### config.mk
export PLATFORM = sky130hd
export DESIGN_NAME = icache_fill_unit_flat
export DESIGN_NICKNAME = d
export VERILOG_FILES = /design/src/rtl/icache_fill_if.sv /design/src/rtl/icache_fill_unit.sv /design/src/flat_wrapper.sv
export SDC_FILE = /design/constraint.sdc
export NUM_CORES = 1
export LEC_CHECK = 0
export ABC_AREA = 1
export CAP_MARGIN = 20
export CELL_PAD_IN_SITES_DETAIL_PLACEMENT = 0
export CELL_PAD_IN_SITES_GLOBAL_PLACEMENT = 1
export CORE_MARGIN = 5
export CORE_UTILIZATION = 46
export CTS_CLUSTER_DIAMETER = 30
export DETAILED_ROUTE_END_ITERATION = 8
export PLACE_DENSITY = 0.91
export SLEW_MARGIN = 20
export SYNTH_ARGS = -nofsm -noshare
export SYNTH_HDL_FRONTEND = slang
export SYNTH_SLANG_ARGS = --single-unit
### constraint.sdc
create_clock -name clk -period 6.7 [get_ports clk]
set_input_delay 1.34 -clock clk [delete_from_list [all_inputs] [get_ports clk]]
set_output_delay 1.34 -clock clk [all_outputs]
set_load 0.02 [all_outputs]
### src/rtl/icache_fill_if.sv
// Bus bundle between the icache fill unit, the miss source, the memory bus and the icache write port.
interface icache_fill_if;
  logic        miss_valid;
  logic [31:0] miss_addr;
  logic        miss_ready;
  logic        flush;
  logic        mem_req_valid;
  logic [31:0] mem_req_addr;
  logic [2:0]  mem_req_id;
  logic        mem_req_ready;
  logic        mem_resp_valid;
  logic [2:0]  mem_resp_id;
  logic [3:0]  mem_resp_word;
  logic [31:0] mem_resp_data;
  logic        icache_enable;
  logic        write_enable;
  logic [31:0] VA_to_access;
  logic [31:0] write_data;
  logic [23:0] physical_tag;
  logic        tag_write_enable;
  logic        valid_data;
  logic        dirty_data;
  logic        fill_done;
  logic [31:0] fill_addr;

  // master = the fill unit, slave = its surroundings
  modport master (
    input  miss_valid, miss_addr, flush, mem_req_ready,
           mem_resp_valid, mem_resp_id, mem_resp_word, mem_resp_data,
    output miss_ready, mem_req_valid, mem_req_addr, mem_req_id,
           icache_enable, write_enable, VA_to_access, write_data, physical_tag,
           tag_write_enable, valid_data, dirty_data, fill_done, fill_addr
  );

  modport slave (
    output miss_valid, miss_addr, flush, mem_req_ready,
           mem_resp_valid, mem_resp_id, mem_resp_word, mem_resp_data,
    input  miss_ready, mem_req_valid, mem_req_addr, mem_req_id,
           icache_enable, write_enable, VA_to_access, write_data, physical_tag,
           tag_write_enable, valid_data, dirty_data, fill_done, fill_addr
  );
endinterface

### src/rtl/icache_fill_unit.sv
// Single-outstanding icache line fill: one memory request, out-of-order word collection,
// 16-beat icache write followed by a tag/metadata write and a completion pulse.
module icache_fill_unit #(
  parameter logic [2:0] REQ_ID = 3'b001
) (
  input logic         clk,
  input logic         reset,
  icache_fill_if.master bus
);
  localparam int unsigned WORDS  = 16;
  localparam int unsigned CNT_W  = 4;
  localparam int unsigned LINE_W = 26;

  typedef enum logic [2:0] {IDLE, REQ, WAIT, WRITE, DONE, DRAIN} state_t;

  state_t              state_q, state_d;
  logic [LINE_W-1:0]   line_q;
  logic [31:0]         buf_q [WORDS];
  logic [WORDS-1:0]    mask_q, mask_d;
  logic [CNT_W-1:0]    cnt_q;
  logic                resp_hit_c;
  logic [31:0]         line_addr_c;

  assign resp_hit_c  = bus.mem_resp_valid && (bus.mem_resp_id == REQ_ID);
  assign line_addr_c = {line_q, 6'b0};

  // Next state and state-decoded outputs; only miss_ready sees an input (reset).
  always_comb begin
    state_d              = state_q;
    mask_d               = mask_q;
    bus.miss_ready       = 1'b0;
    bus.mem_req_valid    = 1'b0;
    bus.mem_req_addr     = '0;
    bus.mem_req_id       = '0;
    bus.icache_enable    = 1'b0;
    bus.write_enable     = 1'b0;
    bus.VA_to_access     = '0;
    bus.write_data       = '0;
    bus.physical_tag     = '0;
    bus.tag_write_enable = 1'b0;
    bus.valid_data       = 1'b0;
    bus.dirty_data       = 1'b0;
    bus.fill_done        = 1'b0;
    bus.fill_addr        = '0;

    if (resp_hit_c && (state_q == WAIT || state_q == DRAIN)) begin
      mask_d = mask_q | (WORDS'(1) << bus.mem_resp_word);
    end

    unique case (state_q)
      IDLE: begin
        bus.miss_ready = !reset;
        if (bus.miss_valid) begin
          state_d = REQ;
          mask_d  = '0;
        end
      end
      REQ: begin
        bus.mem_req_valid = 1'b1;
        bus.mem_req_addr  = line_addr_c;
        bus.mem_req_id    = REQ_ID;
        if (bus.mem_req_ready) begin
          state_d = bus.flush ? DRAIN : WAIT;
        end else if (bus.flush) begin
          state_d = IDLE;
        end
      end
      WAIT: begin
        if (bus.flush) begin
          state_d = DRAIN;
        end else if (&mask_d) begin
          state_d = WRITE;
        end
      end
      WRITE: begin
        bus.icache_enable = 1'b1;
        bus.write_enable  = 1'b1;
        bus.VA_to_access  = {line_q, cnt_q, 2'b00};
        bus.write_data    = buf_q[cnt_q];
        bus.physical_tag  = line_q[LINE_W-1:2];
        if (cnt_q == CNT_W'(WORDS - 1)) begin
          bus.tag_write_enable = 1'b1;
          bus.valid_data       = 1'b1;
          state_d              = DONE;
        end
      end
      DONE: begin
        bus.fill_done = 1'b1;
        bus.fill_addr = line_addr_c;
        state_d       = IDLE;
      end
      DRAIN: begin
        if (&mask_d) begin
          state_d = IDLE;
        end
      end
      default: state_d = IDLE;
    endcase
  end

  always_ff @(posedge clk) begin
    if (reset) begin
      state_q <= IDLE;
      mask_q  <= '0;
      cnt_q   <= '0;
      line_q  <= '0;
    end else begin
      state_q <= state_d;
      mask_q  <= mask_d;
      cnt_q   <= (state_q == WRITE) ? cnt_q + CNT_W'(1) : '0;
      if (state_q == IDLE && bus.miss_valid) begin
        line_q <= bus.miss_addr[31:6];
      end
    end
  end

  // Line buffer is data only; it is never reset and only filled while collecting.
  always_ff @(posedge clk) begin
    if (resp_hit_c && state_q == WAIT) begin
      buf_q[bus.mem_resp_word] <= bus.mem_resp_data;
    end
  end
endmodule
### src/flat_wrapper.sv
// flat-port wrapper written by rule: the top's interface ports become plain ports
module icache_fill_unit_flat 
#(
  parameter logic [2:0] REQ_ID = 3'b001
)
  (clk, reset, bus_miss_valid, bus_miss_addr, bus_flush, bus_mem_req_ready, bus_mem_resp_valid, bus_mem_resp_id, bus_mem_resp_word, bus_mem_resp_data, bus_miss_ready, bus_mem_req_valid, bus_mem_req_addr, bus_mem_req_id, bus_icache_enable, bus_write_enable, bus_VA_to_access, bus_write_data, bus_physical_tag, bus_tag_write_enable, bus_valid_data, bus_dirty_data, bus_fill_done, bus_fill_addr);
  icache_fill_if bus_i ();
  input logic clk;
  input logic reset;
  input wire logic [$bits(bus_i.miss_valid)-1:0] bus_miss_valid;
  input wire logic [$bits(bus_i.miss_addr)-1:0] bus_miss_addr;
  input wire logic [$bits(bus_i.flush)-1:0] bus_flush;
  input wire logic [$bits(bus_i.mem_req_ready)-1:0] bus_mem_req_ready;
  input wire logic [$bits(bus_i.mem_resp_valid)-1:0] bus_mem_resp_valid;
  input wire logic [$bits(bus_i.mem_resp_id)-1:0] bus_mem_resp_id;
  input wire logic [$bits(bus_i.mem_resp_word)-1:0] bus_mem_resp_word;
  input wire logic [$bits(bus_i.mem_resp_data)-1:0] bus_mem_resp_data;
  output wire logic [$bits(bus_i.miss_ready)-1:0] bus_miss_ready;
  output wire logic [$bits(bus_i.mem_req_valid)-1:0] bus_mem_req_valid;
  output wire logic [$bits(bus_i.mem_req_addr)-1:0] bus_mem_req_addr;
  output wire logic [$bits(bus_i.mem_req_id)-1:0] bus_mem_req_id;
  output wire logic [$bits(bus_i.icache_enable)-1:0] bus_icache_enable;
  output wire logic [$bits(bus_i.write_enable)-1:0] bus_write_enable;
  output wire logic [$bits(bus_i.VA_to_access)-1:0] bus_VA_to_access;
  output wire logic [$bits(bus_i.write_data)-1:0] bus_write_data;
  output wire logic [$bits(bus_i.physical_tag)-1:0] bus_physical_tag;
  output wire logic [$bits(bus_i.tag_write_enable)-1:0] bus_tag_write_enable;
  output wire logic [$bits(bus_i.valid_data)-1:0] bus_valid_data;
  output wire logic [$bits(bus_i.dirty_data)-1:0] bus_dirty_data;
  output wire logic [$bits(bus_i.fill_done)-1:0] bus_fill_done;
  output wire logic [$bits(bus_i.fill_addr)-1:0] bus_fill_addr;
  assign bus_i.miss_valid = bus_miss_valid;
  assign bus_i.miss_addr = bus_miss_addr;
  assign bus_i.flush = bus_flush;
  assign bus_i.mem_req_ready = bus_mem_req_ready;
  assign bus_i.mem_resp_valid = bus_mem_resp_valid;
  assign bus_i.mem_resp_id = bus_mem_resp_id;
  assign bus_i.mem_resp_word = bus_mem_resp_word;
  assign bus_i.mem_resp_data = bus_mem_resp_data;
  assign bus_miss_ready = bus_i.miss_ready;
  assign bus_mem_req_valid = bus_i.mem_req_valid;
  assign bus_mem_req_addr = bus_i.mem_req_addr;
  assign bus_mem_req_id = bus_i.mem_req_id;
  assign bus_icache_enable = bus_i.icache_enable;
  assign bus_write_enable = bus_i.write_enable;
  assign bus_VA_to_access = bus_i.VA_to_access;
  assign bus_write_data = bus_i.write_data;
  assign bus_physical_tag = bus_i.physical_tag;
  assign bus_tag_write_enable = bus_i.tag_write_enable;
  assign bus_valid_data = bus_i.valid_data;
  assign bus_dirty_data = bus_i.dirty_data;
  assign bus_fill_done = bus_i.fill_done;
  assign bus_fill_addr = bus_i.fill_addr;
  icache_fill_unit #(.REQ_ID(REQ_ID)) u_core (.clk(clk), .reset(reset), .bus(bus_i));
endmodule
======== Yosys cells after proc, flatten, opt, wreduce, memory -nomap -nowiden ========
Memories as Yosys holds them, arrays and structs flattened. A register that Yosys moved wholly into a read port is not among the register bits.
Index checks and enable logic that the tools add are counted.
Widths: inputs -> output; s select.
word-level totals
  output and inout port bits .............. 163
  bits in writable memories ............... 512
  input port bits ......................... 77
  memories ................................ 1
  flip-flop bits (word level) ............. 49
operators by class
  add/sub/neg operators ................... 1
  multiplexer cells ....................... 27
  reductions and logical operators ........ 10
  eq/ne operators ......................... 12
  shift-type cells ........................ 1
  bitwise gates (word level) .............. 2
memory list
  name          depth  bits a word  read ports  clocked after Yosys merged registers in  write ports  line                    text
  u_core.buf_q  16     32           1           1                                        1            icache_fill_unit.sv:18  logic [31:0] buf_q [WORDS];
operators with widths
  operator              number
  $mux 32               4
  $mux 16               3
  $mux 24               1
  $mux 3                8
  $or 16x16->16         1
  $reduce_and 16->1     1
  $shl 1x4->16 const A  1
  $pmux 3 s5            1
  $mux 1                9
  $eq 3x1->1 const B    2
  $eq 3x2->1 const B    2
  $eq 3x3->1 const B    2
  $ne 3x3->1 const B    2
  $reduce_and 5->1      1
  $add 4x1->4 const B   1
  $eq 4x4->1 const B    1
  $logic_and 1x1->1     4
  $mux 4                1
  $ne 2x2->1 const B    2
  $logic_not 3->1       1
  $ne 2x1->1 const B    1
  $reduce_or 2->1       1
  $logic_not 1->1       1
  $logic_or 1x1->1      1
  $not 1->1             1

======== Depth between registers and ports, before layout ========
  word-level depth ........................ 8
  mapped depth ............................ 15

======== Worst setup path before layout ========
No wires, ideal clock.
  kind .................................... input-to-reg
  from .................................... in bus_mem_resp_id[2]
  to ...................................... mem u_core.buf_q[0][0] (enable)
  arrival ................................. 4778 ps
  path buffers ............................ 0
  path slack .............................. 1417 ps
  library setup time ...................... 505 ps
  cell stages on the path ................. 5
  cell sequence ........................... inv_1 > nand2_1 > nor2_1 > nand2_1 > nor4_1
between the ends
  word-level cells in the longest chain between the ends .. 5
ends and longest elaborated chain
  what                          line                     text
  from (decl)                   flat_wrapper.sv:15       input wire logic [$bits(bus_i.mem_resp_id)-1:0] bus_mem_resp_id;
  $eq 3x1->1                    icache_fill_unit.sv:24   assign resp_hit_c = bus.mem_resp_valid && (bus.mem_resp_id == REQ_ID);
  $logic_and 1x1->1             icache_fill_unit.sv:24
  $logic_and 1x1->1             icache_fill_unit.sv:119  if (resp_hit_c && state_q == WAIT) begin
  $mux 1                        icache_fill_unit.sv:119
  $mux 1 (not written as such)  icache_fill_unit.sv:120  buf_q[bus.mem_resp_word] <= bus.mem_resp_data;
  to (decl)                     icache_fill_unit.sv:18
No other way between the ends.

==> results by group <==
Timing
  • Final Hold Fails: 0
  • Max-slew violations: 0
  • F_max: 0.186 GHz
  • # setup viols final: 0
  • Slew margin rel.: 0.326
  • RSZ-0062 raised after global routing: no
  • Worst slew pin tran: ~1000 ps
  • Min cycle time layout: approximately 5400 ps
  • Worst Slack Setup Final: 1330 ps
  • Period utilisation layout: 0.801
  • Setup TNS: 0 ps
  • Layout Skew: 20.3 ps

Synth
  • Prevailing post-synth register cell: edfxtp_1
  • EDFF count, synth: 512
  • Synth top area cells: edfxtp_1 (68%), nor2_1 (6.7%), o21ai_0 (6.3%)
  • Seq/Total Area, Yosys: 0.722
  • Mapped Cells: 1890
  • Area of the mapped netlist: 22600 µm²
  • Post-synth cell types: 31
  • Synth warn: 0
  • Flops & latches, synth: 561
  • Area leader, netlist: edfxtp_1
  • Most common cell in the netlist: edfxtp_1
  • FFs w/ async S/R, synth: 0
  • Top cells by count, synth: edfxtp_1 (512), nor2_1 (403), o21ai_0 (283), nand2_1 (139), clkbuf_1 (92)
  • Syn avg cell area: ~12 µm²
  • Synth top area share: 0.679

Finish
  • Number of nets in the layout: about 2200
  • Layout cells sized above 1: 0.113
  • P&R area growth vs syn: 26.9%

Clocking
  • Setup Buffers After CTS: 0
  • CTS tree: done
  • CTS Buffer Depth: 3
  • Clock slew at reported path FFs: ~50 ps
  • Num CTS Buffers: 99
  • CTS sink count: 561
  • Clock Tree Root: clkbuf_16
  • Latest clock arrival within the worst-skew pair: 620 ps
  • CTS resizes: 0
  • Cts hold-fix bufs: 0
  • H-tree Lvls: 3

Drt
  • Via density per instance: between 5 and 6
  • WL final: 60.1 mm
  • Drt wl/cell: 21.1 µm
  • Via count: 16000
  • TritonRoute pass-1 iters: 5
  • Post-DRT Antenna Nets: 0
  • DR iter-0 viols: 1603
  • # DRC: 0

Worst setup path
  • Crit. End Element: output pin
  • CP arrival: roughly 4000 ps
  • CP max FO: 62
  • CP required: 5360 ps
  • Worst r2r dst: u_core.state_q[1]
  • Reg2reg setup slack: 4010 ps
  • Crit start category: flop
  • Reg2Reg Depth: 9
  • Critical path class: flop to output pin
  • FF-to-FF Start: u_core.cnt_q[2]

Flow run
  • Max Cap Viol: 0

Floorplan
  • Core area: roughly 50000 µm²
  • Die area: 53800 µm²
  • IO Pins: 240
  • Row count: 81
  • Die Span X: 232 µm
  • Chip height: 232 µm
  • Starting density of the core: 0.463

Worst hold path
  • WHS Endpoint: u_core.mask_q[9]
  • WHS Path Cells: 2
  • Tightest Hold Check Type: flop to flop
  • Worst hold start: u_core.mask_q[9]

Pwr
  • P_leak: 9.57 nW
  • Worst-case vdd ir drop: 0.207 mV
  • Pwr Density: 344 nW/µm²

Placed design
  • Placer Congestion: about 0.82
  • Post-place setup slack: about 2000 ps
  • PortBufs: around 220
  • Post-DP HPWL: 32.3 mm

Global routing
  • All-Layer GR Usage: 0.218
  • Initial antenna violation count: 2
  • Largest net degree at the start of global routing: 238
  • Total gr overflow: 0
  • Vias in the first global route: 16300
  • First-pass GRT wire length: 91.0 mm

Outcome
  • Status: finished clean
logic make-up after synthesis:
kind of cell,count (synthesis),synth area share
simple gates,588,0.101
fa+ha+maj,1,0.000553
buf+inv,234,0.0478
flops,561,0.722
other cells,1,0.000166
compound gates,505,0.128
report_power, final:
part | switching [W] | internal, W
clock network | 0.00172 | 0.00331
registers | 0.0000290 | 0.00389
logic | 0.000631 | 0.000309
total | 0.00238 | 0.00750
routing by layer:
layer  global-route usage  vias up  wire length [µm]
li1                     -     7234                 -
met5                    0        -                 0
met2                0.368      947             29300
met3               0.0586      140              6290
met4               0.0761        0              1900
met1                0.274     7711             22600
layout make-up:
class / instances / area (µm²)
Sequential cell: 561 / 16400
Antenna cell: 2 / 5.00
Clock buffer: 105 / 2540
Fill cell: 3717 / 20100
Timing Repair Buffer: 252 / 2480
Clock inverter: 78 / 878
Inverter: 68 / 262
Multi-Input combinational cell: 1111 / 5370
Tap cell: 664 / 831
cell usage in the layout (no fill, tap or decap), types with 4 or more instances in the layout:
cell             instances
inv_1                   62
nor3_2                   6
clkinvlp_4              16
clkinv_1                 7
bufinv_16               14
nand2_1                138
edfxtp_1               512
nor2_1                 395
o21ai_0                283
nor2_4                   8
o21ai_1                  4
nand3_1                 28
clkbuf_16              100
o221ai_1                53
clkinv_2                21
dfxtp_1                 46
clkdlybuf4s50_1        216
clkinv_4                 7
o22ai_1                 75
inv_6                   13
conb_1                  17
o211ai_1                11
buf_4                   33
a31oi_1                 33
a21oi_1                 41
critical path, cell delays in order (launching register included):
cell and delay, ps:
dfxtp_4 680, clkinv_2 920, buf_4 590, o21ai_0 160
o22ai_1 110, o211ai_1 220, a31oi_1 130, clkdlybuf4s50_1 580
sequential cells by signal, indices dropped and copies added (netlist names):
signal / cells
u_core.line_q: 26
u_core.cnt_q: 4
u_core.buf_q: 512
u_core.state_q: 3
u_core.mask_q: 16
how the worst max path moves through the flow:
| stage | startpoint | to |
|---|---|---|
| after floorplan | bus_mem_resp_id[2] | u_core.buf_q[0][0] |
| after global placement | u_core.cnt_q[1] | bus_write_data[3] |
| after detailed placement | u_core.cnt_q[1] | bus_write_data[5] |
| after CTS | u_core.cnt_q[1] | bus_write_data[3] |
| after global routing | u_core.cnt_q[1] | bus_write_data[7] |
| final | u_core.cnt_q[1] | bus_write_data[3] |
through the flow:
stage	util	instances	hold WS [ps]	total power (W)	instance area [µm²]
floorplan	-	1906	435	0.00455	22700
detailed placement	0.518	2655	461	0.00492	25300
global route	0.588	2841	504	0.0102	28700
global placement	0.517	2654	447	0.00490	25300
finish	0.588	2841	469	0.00989	28700
CTS	0.588	2838	472	0.00994	28700
Note: power is estimated with default switching activity, not from simulation.
==> RTL edit (config.mk and constraints unchanged) <==
Reset style: asynchronous (`reset`), changed in one clocked block.
--- a/src/rtl/icache_fill_unit.sv
+++ b/src/rtl/icache_fill_unit.sv
@@ -98,7 +98,7 @@
     endcase
   end
 
-  always_ff @(posedge clk) begin
+  always_ff @(posedge clk or posedge reset) begin
     if (reset) begin
       state_q <= IDLE;
       mask_q  <= '0;
Function: differs if reset is asserted again (counterexample within 4 cycles, from zero or initial values and one cycle with reset high); with reset held inactive, the same outputs for 4 cycles.
==> RTL edit against the original RTL <==
Cell area up 0.11%; worst setup slack got worse by 0.25 ns; via count decreased by 0.89%; largest cell class unchanged; sequential cell count stayed put; clock skew about the same; critical endpoint is now bus_write_data[18]; highest routed layer is now met5; wire length decreased by 0.12%; total power grew 4.1%; synthesized area grew 0.90%; critical path depth is the same; die area increased by 0.86%.
==> RTL edit: results (changes against the original RTL) <==
Layout Skew=0.0199 ns (-0.000432 ns); number of enable flip-flop cells after synthesis=512 (unchanged); setup repair bufs after CTS=0 (unchanged); Worst Reg-to-Reg Cells=6 (-3); worst hold path depth=2 (unchanged); most frequent cells after synthesis=512 x edfxtp_1, 415 x nor2_1, 286 x o21ai_0; top flop regs=u_core.buf_q (512), u_core.line_q (26), u_core.mask_q (16); async set-reset flop share out of synthesis=8.73% (+8.7 points); gr usage total=21.9% (+0.12 points); routability-driven placement congestion ratio=0.850 (+3.8%); commonest register cell after synthesis=edfxtp_1; status=complete, no violations; FF-to-FF setup slack=3.76 ns (-0.25 ns); layout cells sized above 1=10.8% (-0.47 points); final wirelength=60,000 µm (-0.12%); port buffer count=216 (unchanged); Seq/Total Area, Yosys=72.7% (+0.43 points); Hold Path Class=reg2reg; Max Buffers Root-to-Sink=3 (unchanged); Critical Path Source=u_core.cnt_q[0]$_DFF_PP0_; # nets final=2,113 (-2.7%); TritonCTS buffer count=102 (+3.0%); Peak supply drop=181 µV (-13%); DRT iter0 DRCs=1,712 (+6.8%); post_cts resized=0 (unchanged); Vias/cell=5.70 (+0.99%); Hold EP=u_core.mask_q[5]$_DFF_PP0_; vias in the first global route=16,500 (+1.2%); detailed-router iteration count before antenna repair=6 (+1); Min-Delay Startpoint=u_core.mask_q[5]$_DFF_PP0_; initial antenna violation count=3 (+1); post-synthesis cell type count=30 (-3.2%); r2r endpoint=u_core.buf_q[1][28]$_DFFE_PP_; first-pass GRT wire length=91,900 µm (+0.92%); Reg-to-Reg Start=u_core.state_q[2]$_DFFE_PP0P_; worst slew pin tran=1.14 ns (+0.126 ns); ranking of synthesized cells by area=edfxtp_1 67%, nor2_1 6.8%, o21ai_0 6.3%; clock slew at reported path FFs=0.05 ns (about the same); Clk Latency, worst-skew pair=0.62 ns (about the same); warnings from Yosys=0 (unchanged); Root Buffer=clkbuf_16; htree depth=3 (unchanged); hpwl dp=31,400 µm (-2.8%); LEAKAGE=9.68 nW (+1.2%); CP max FO=143 (+130%); largest net degree at the start of global routing=144 (-39%); Worst Path Arrival=4.28 ns (+0.25 ns)
RTL edit: changes by cell type after synthesis, moves of 4 or more:
| cell | unedited run | this run |
|---|---|---|
| nand2_1 | 139 | 82 |
| nor2_1 | 403 | 415 |
| inv_1 | 64 | 57 |
| o221ai_1 | 53 | 90 |
| a21oi_1 | 41 | 35 |
| buf_1 | 11 | 3 |
| o211ai_1 | 11 | 39 |
| dfxtp_1 | 49 | 0 |
| o21ai_1 | 4 | 0 |
| dfrtp_1 | 0 | 49 |
| o22ai_1 | 75 | 38 |
| buf_2 | 16 | 27 |
| a31oi_1 | 33 | 1 |
| nand3_1 | 28 | 34 |
RTL edit: logic make-up (layout without fill, tap and decap cells):
| kind of cell | after synthesis | after routing | share of synthesized area, % |
|---|---|---|---|
| buffers and inverters | 232 | 499 | 4.77 |
| adder cells (fa/ha/maj) | 1 | 1 | 0.0548 |
| AND/OR/NAND/NOR | 553 | 553 | 9.55 |
| AO/OA/AOI/OAI | 491 | 491 | 12.9 |
| flip-flops | 561 | 561 | 72.7 |
| other | 1 | 19 | 0.0164 |
RTL edit: worst max-delay path, stage by stage (launching register included):
cell	delay [ns]
dfrtp_4	0.69
inv_6	0.82
buf_4	0.52
o21ai_0	0.15
o221ai_1	0.25
nand3_1	0.13
a21oi_1	0.34
clkdlybuf4s50_1	0.68
RTL edit: cell type report:
cell class	count	area, µm²
antenna	2	5.00
timing repair buffer	246	2390
clock inverter	71	671
fill	3708	20300
clock buffer	120	2680
multi-input combinational	1062	5330
sequential	561	16600
tap	664	831
inverter	62	240
RTL edit: worst max path at each step:
stage	to	slack, ns	depth (start not counted)
6_report	bus_write_data[18]	1.08	7
3_3_place_gp	bus_write_data[20]	1.84	7
4_1_cts	bus_write_data[18]	1.10	7
3_5_place_dp	bus_write_data[20]	1.82	7
5_1_grt	bus_write_data[9]	0.88	7
2_1_floorplan	u_core.buf_q[6][0]$_DFFE_PP_	2.32	4
RTL edit: routing by layer:
metal  up-vias  wire length (µm)  global-route usage (%)
met5         -                 7                       0
met4         2              1700                    9.12
met3       132              6120                    5.45
met2       966             29300                    36.0
met1      7681             22900                    28.1
li1       7108                 -                       -
RTL edit: per-stage QoR:
step	cells	area, µm²	setup WS [ns]	hold WS (ns)
floorplan	1855	22900	2.32	0.452
global placement	2595	25400	1.84	0.461
detailed placement	2595	25400	1.82	0.472
CTS	2786	28700	1.10	0.483
global route	2786	28800	0.881	0.488
finish	2788	28800	1.08	0.479
RTL edit: report_power, final:
part	internal (W)	total (W)	switching, W
Combinational	0.000459	0.00139	0.000933
Clock	0.00321	0.00491	0.00170
Sequential	0.00392	0.00398	0.0000612
Total	0.00759	0.0103	0.00270
